<file path="config.mk">
export PLATFORM = sky130hd
export DESIGN_NAME = seq_generator
export DESIGN_NICKNAME = d
export VERILOG_FILES = /design/src/rtl/seq_generator.sv
export SDC_FILE = /design/constraint.sdc
export NUM_CORES = 1
export LEC_CHECK = 0
export BUFFER_PORTS_ARGS = -buffer_cell sky130_fd_sc_hd__buf_2
export CAP_MARGIN = 40
export CELL_PAD_IN_SITES_DETAIL_PLACEMENT = 0
export CELL_PAD_IN_SITES_GLOBAL_PLACEMENT = 1
export CORE_MARGIN = 1
export CORE_UTILIZATION = 45
export CTS_BUF_LIST = sky130_fd_sc_hd__clkbuf_16
export DETAILED_ROUTE_END_ITERATION = 8
export GPL_TIMING_DRIVEN = 0
export PLACE_DENSITY_LB_ADDON = 0.1
export SYNTH_ARGS = -nofsm -noshare
export SYNTH_HDL_FRONTEND = slang
export SYNTH_SLANG_ARGS = --single-unit
</file>
<file path="constraint.sdc">
create_clock -name clk -period 2.8 [get_ports clk]
set_clock_uncertainty 0.05 [all_clocks]
set_input_delay 0 -clock clk [delete_from_list [all_inputs] [get_ports clk]]
set_output_delay 0 -clock clk [all_outputs]
set_load 0.03 [all_outputs]
</file>
<file path="src/rtl/seq_generator.sv">
// rtl/seq_generator.sv - programmable MSB-first serial pattern transmitter
module seq_generator #(
    parameter int MAX_LEN = 16,
    parameter int LEN_W   = 5,
    parameter int RPT_W   = 4,
    parameter int GAP_W   = 4
) (
    input  logic               clk,
    input  logic               reset,
    input  logic               start,
    input  logic               abort,
    input  logic [MAX_LEN-1:0] pattern,
    input  logic [LEN_W-1:0]   len,
    input  logic [RPT_W-1:0]   rpt,
    input  logic [GAP_W-1:0]   gap,
    output logic               x,
    output logic               x_valid,
    output logic               busy,
    output logic               done,
    output logic               err
);

    typedef enum logic [1:0] {S_IDLE, S_SEND, S_GAP} state_t;

    localparam logic [LEN_W:0] MAX_LEN_E = (LEN_W+1)'(MAX_LEN);

    state_t             state_q, state_d;
    logic [MAX_LEN-1:0] frame_q, frame_d;
    logic [MAX_LEN-1:0] shift_q, shift_d;
    logic [LEN_W-1:0]   len_q, len_d;
    logic [LEN_W-1:0]   bit_cnt_q, bit_cnt_d;
    logic [RPT_W-1:0]   frames_q, frames_d;
    logic [GAP_W-1:0]   gap_len_q, gap_len_d;
    logic [GAP_W-1:0]   gap_cnt_q, gap_cnt_d;
    logic               x_q, x_d;
    logic               x_valid_q, x_valid_d;
    logic               busy_q, busy_d;
    logic               done_q, done_d;
    logic               err_q, err_d;

    logic               len_ok;
    logic [LEN_W:0]     shamt;

    always_comb begin
        len_ok = (len != '0) && ({1'b0, len} <= MAX_LEN_E);
        shamt  = MAX_LEN_E - {1'b0, len};
    end

    always_comb begin
        state_d   = state_q;
        frame_d   = frame_q;
        shift_d   = shift_q;
        len_d     = len_q;
        bit_cnt_d = bit_cnt_q;
        frames_d  = frames_q;
        gap_len_d = gap_len_q;
        gap_cnt_d = gap_cnt_q;
        x_valid_d = 1'b0;
        busy_d    = 1'b0;
        done_d    = 1'b0;
        err_d     = 1'b0;

        case (state_q)
            S_IDLE: begin
                if (start) begin
                    if (len_ok) begin
                        // Left-justify so the first bit always sits in the MSB of the shifter.
                        frame_d   = pattern << shamt;
                        shift_d   = pattern << shamt;
                        len_d     = len;
                        bit_cnt_d = len - LEN_W'(1);
                        frames_d  = rpt;
                        gap_len_d = gap;
                        state_d   = S_SEND;
                        x_valid_d = 1'b1;
                        busy_d    = 1'b1;
                    end else begin
                        err_d = 1'b1;
                    end
                end
            end
            S_SEND: begin
                busy_d = 1'b1;
                if (abort) begin
                    state_d = S_IDLE;
                    busy_d  = 1'b0;
                end else if (bit_cnt_q != '0) begin
                    bit_cnt_d = bit_cnt_q - LEN_W'(1);
                    shift_d   = shift_q << 1;
                    x_valid_d = 1'b1;
                end else if (frames_q != '0) begin
                    frames_d = frames_q - RPT_W'(1);
                    if (gap_len_q != '0) begin
                        state_d   = S_GAP;
                        gap_cnt_d = gap_len_q;
                    end else begin
                        shift_d   = frame_q;
                        bit_cnt_d = len_q - LEN_W'(1);
                        x_valid_d = 1'b1;
                    end
                end else begin
                    state_d = S_IDLE;
                    busy_d  = 1'b0;
                    done_d  = 1'b1;
                end
            end
            S_GAP: begin
                busy_d = 1'b1;
                if (abort) begin
                    state_d = S_IDLE;
                    busy_d  = 1'b0;
                end else if (gap_cnt_q == GAP_W'(1)) begin
                    state_d   = S_SEND;
                    shift_d   = frame_q;
                    bit_cnt_d = len_q - LEN_W'(1);
                    x_valid_d = 1'b1;
                end else begin
                    gap_cnt_d = gap_cnt_q - GAP_W'(1);
                end
            end
            default: state_d = S_IDLE;
        endcase

        x_d = x_valid_d & shift_d[MAX_LEN-1];
    end

    always_ff @(posedge clk) begin
        if (reset) begin
            state_q   <= S_IDLE;
            frame_q   <= '0;
            shift_q   <= '0;
            len_q     <= '0;
            bit_cnt_q <= '0;
            frames_q  <= '0;
            gap_len_q <= '0;
            gap_cnt_q <= '0;
            x_q       <= 1'b0;
            x_valid_q <= 1'b0;
            busy_q    <= 1'b0;
            done_q    <= 1'b0;
            err_q     <= 1'b0;
        end else begin
            state_q   <= state_d;
            frame_q   <= frame_d;
            shift_q   <= shift_d;
            len_q     <= len_d;
            bit_cnt_q <= bit_cnt_d;
            frames_q  <= frames_d;
            gap_len_q <= gap_len_d;
            gap_cnt_q <= gap_cnt_d;
            x_q       <= x_d;
            x_valid_q <= x_valid_d;
            busy_q    <= busy_d;
            done_q    <= done_d;
            err_q     <= err_d;
        end
    end

    assign x       = x_q;
    assign x_valid = x_valid_q;
    assign busy    = busy_q;
    assign done    = done_q;
    assign err     = err_q;

endmodule

</file>
==> results.py <==
metrics = {
    "worst_setup_path": {
        "start_kind": "register",
        "r2r-end": "shift_q[10]",
        "timing.rr.start": "bit_cnt_q[0]",
        "crit_slowest_cell": "o21bai_1",
        "crit_end": "shift_q[10]",
        "cpPeakStageDelay_ps": 520,
        "cp.depth": 8,
        "critPathTopFamily": "compound AO/OA/AOI/OAI gates",
        "reg2regPathDepth": 8,
        "crit_path_max_fanout": 10,
        "end_kind": "register",
        "r2r_slack_ps": 240,
        "cp_num_buf_inv": 2,
        "cp_cell_sequence": "inv_1 > ha_1 > nor4b_4 > nand3_1 > o21bai_1 > buf_2 > a221oi_1 > o211ai_1",
        "worstPathArrival_ps": 2750,
        "crit_type": "register to register",
        "startpoint": "bit_cnt_q[0]",
        "cp.required_ps": 2990,
    },
    "sta": {
        "hold_viol": 0,
        "timing.hold.ws_ps": 8.257,
        "worstMarginPinSlew_ps": 647.2,
        "slew_violations": 0,
        "max_freq_mhz": 390.4,
        "period_share_pct": 91.48,
        "setup_viol": 0,
        "rsz0062_at_grt": "no",
        "fin_crit_ps": 2561,
        "relSlewSlack_pct": 56.85,
    },
    "final_layout": {
        "final_layout_size_suffix_gt1_share_pct": 17.82,
        "instances_no_fill": 630,
        "diodes": 0,
        "area_growth_pct": 17.13,
        "final_nets": 560,
        "num-fill-cells": 842,
    },
    "power": {
        "pwr-share-comb_pct": 37.7,
        "swShare_pct": 37.27,
        "p_seq_share_pct": 31.0,
        "power_frac_clock_pct": 31.3,
        "power_density_mw_per_mm2": 723.0,
        "power.net_switching_uw": 1261,
        "p_total_uw": 3383,
        "p_leak_uw": 0.001739,
        "p_int_uw": 2123,
        "peakVddDrop_mv": 0.3673,
    },
    "detailed_routing": {
        "wl_per_cell_microns": 17.21,
        "routed_wirelength_microns": 10840,
        "drc": 0,
        "viasPerCell": 5.849,
        "via_count": 3685,
        "postRouteAntennaNets": 0,
        "first_pass_iters": 5,
        "drt_iter0_markers": 161,
    },
    "job": {
        "maxCapViolCount": 0,
    },
    "global_route": {
        "grt_pass1_vias": 3443,
        "antenna_found_initial": 0,
        "grt_pass1_wl_microns": 17360,
        "gr-usage-all-layers_pct": 24.90,
        "grt_max_degree": 11,
        "grt-ovfl-total": 0,
    },
    "worst_hold_path": {
        "hold_path_class": "input port to register",
    },
    "clocking": {
        "cts_buffer_depth": 2,
        "cts_max_level": 3,
        "cts.sinks": 61,
        "cts_tree": "yes",
        "cts-resized-gates": 0,
        "clock_latency_ps": 330,
        "clk_pin_slew_ps": 50,
        "cts_made_buffers": 9,
        "clock-root-buffer": "clkbuf_16",
    },
    "logic_synthesis": {
        "synth_edf_count": 0,
        "syn_area_sq_mm": 0.003995,
        "ys_types": 77,
        "yosys-top-cells-count": "dfxtp_1 (61), nand2_1 (52), a21oi_1 (39), nor2_1 (32), inv_1 (18)",
        "syn_inst": 464,
        "synth.most_common_cell": "dfxtp_1",
        "synth.area.top_cells": "dfxtp_1 (31%), mux4_2 (5.6%), a21oi_1 (4.9%)",
        "ys_warn_count": 0,
        "synth_area_per_cell_sq_um": 8.610,
        "syn-num-nets": 507,
        "ys_dominant_reg_cell": "dfxtp_1",
        "yosysTopAreaCellShare_pct": 30.57,
        "synth-seq-cells": 61,
        "async_flop_share_pct": 0,
        "ys_seq_area_share_pct": 30.57,
        "synth_top_cell_by_area": "dfxtp_1",
    },
    "floorplanning": {
        "start_util_pct": 46.04,
        "dieArea_sq_mm": 0.009258,
        "die_height_microns": 96.22,
        "io_pins": 38,
        "fp-row-count": 34,
        "die_x_microns": 96.22,
        "core-area_sq_mm": 0.008678,
    },
    "status": {
        "status": "completed",
    },
    "placement": {
        "gp_congestion": 0.8795,
        "io_buffers": 32,
        "dp_cells": 604,
        "dp_hpwl_microns": 8076,
    },
}
-- worst min path at each step --
stage,from,endpoint,slack (ps),cells past startpoint
3_3_place_gp,gap[2],gap_len_q[2],190,3
2_1_floorplan,gap[3],gap_len_q[3],90,2
6_report,rpt[3],frames_q[3],8,4
5_1_grt,start,err,30,3
3_5_place_dp,gap[1],gap_len_q[1],190,3
4_1_cts,len[3],len_q[3],1,3
-- metal layers --
layer  track usage [%]  up-vias  wire, microns
met5                 0        -              0
met4             6.592        0            142
met3             4.818       13            461
met2             43.38       86           5337
met1             31.19     1743           4902
li1                  -     1843              -
-- through the flow --
stage                     setup WS (ps)  setup TNS [ps]  instance area, sq um  utilization, %
after floorplan                   317.3               0                  3995               -
after global placement           -98.44          -391.7                  4290           49.44
after detailed placement         -90.83          -370.3                  4290           49.44
after CTS                         245.8               0                  4683           53.96
after global routing              62.30               0                  4679           53.92
final                             238.7               0                  4679           53.92
-- worst reg2reg max path: stages, from the launching register on --
cell and delay (ps):
dfxtp_1 320, inv_1 90, ha_1 230, nor4b_4 480
nand3_1 190, o21bai_1 520, buf_2 330, a221oi_1 100
o211ai_1 170
-- cells in the final DEF, fill, tap and decap left out, types with 8 or more instances in the layout --
cell and n:
mux4_2 10, nand3_1 12, nor2_1 32, clkbuf_16 9
nand2b_1 9, a211oi_1 8, inv_1 19, o21ai_1 15
a21oi_1 39, nand2_1 52, nor3_1 16, o211ai_1 8
ha_1 10, dfxtp_1 61, dlygate4sd3_1 11, o21ai_0 16
clkbuf_1 13, buf_2 45, mux2i_1 12
-- power groups by stage --
stage | clock, uW | sequential (uW) | combinational [uW]
final | 1060 | 1050 | 1280
after global routing | 1120 | 1060 | 1410
after CTS | 1070 | 1050 | 1270
after detailed placement | 0 | 1060 | 1250
after global placement | 0 | 1060 | 1250
after floorplan | 0 | 1060 | 930
-- logic make-up after synthesis --
| logic type | share of synthesized area (%) |
|---|---|
| DFF | 30.57 |
| AOI/OAI and AO/OA | 25.62 |
| adders and majority gates | 3.132 |
| xor gates and xnor gates | 1.754 |
| buffers and inverters | 6.075 |
| and+or+nand+nor | 20.83 |
| muxes | 12.03 |
-- flip-flops by register name, summed over array words and instances (netlist names) --
| name | cells |
|---|---|
| gap_cnt_q | 4 |
| frames_q | 4 |
| gap_len_q | 4 |
| shift_q | 16 |
| state_q | 2 |
| err | 1 |
| len_q | 5 |
| frame_q | 16 |
| x | 1 |
| busy | 1 |
| x_valid | 1 |
| done | 1 |
| bit_cnt_q | 5 |
-- area by class of cell --
cell class | count | area [sq um] | share of cell area, %
timing repair buffer | 43 | 270.3 | 5.775
inverter | 19 | 71.32 | 1.524
multi-input combinational | 352 | 2531 | 54.09
tap | 108 | 135.1 | 2.888
clock inverter | 7 | 57.56 | 1.230
sequential | 61 | 1221 | 26.10
clock buffer | 9 | 225.2 | 4.813
buffer | 31 | 167.7 | 3.583
-- repair_timing --
action / CTS / global route
hold buffers: 11 / 0
endpoints found under the setup margin: 0 / 1
setup buffers: 0 / 0
hold endpoints to repair: 11 / 0
Note: power is estimated with default switching activity, not from simulation.
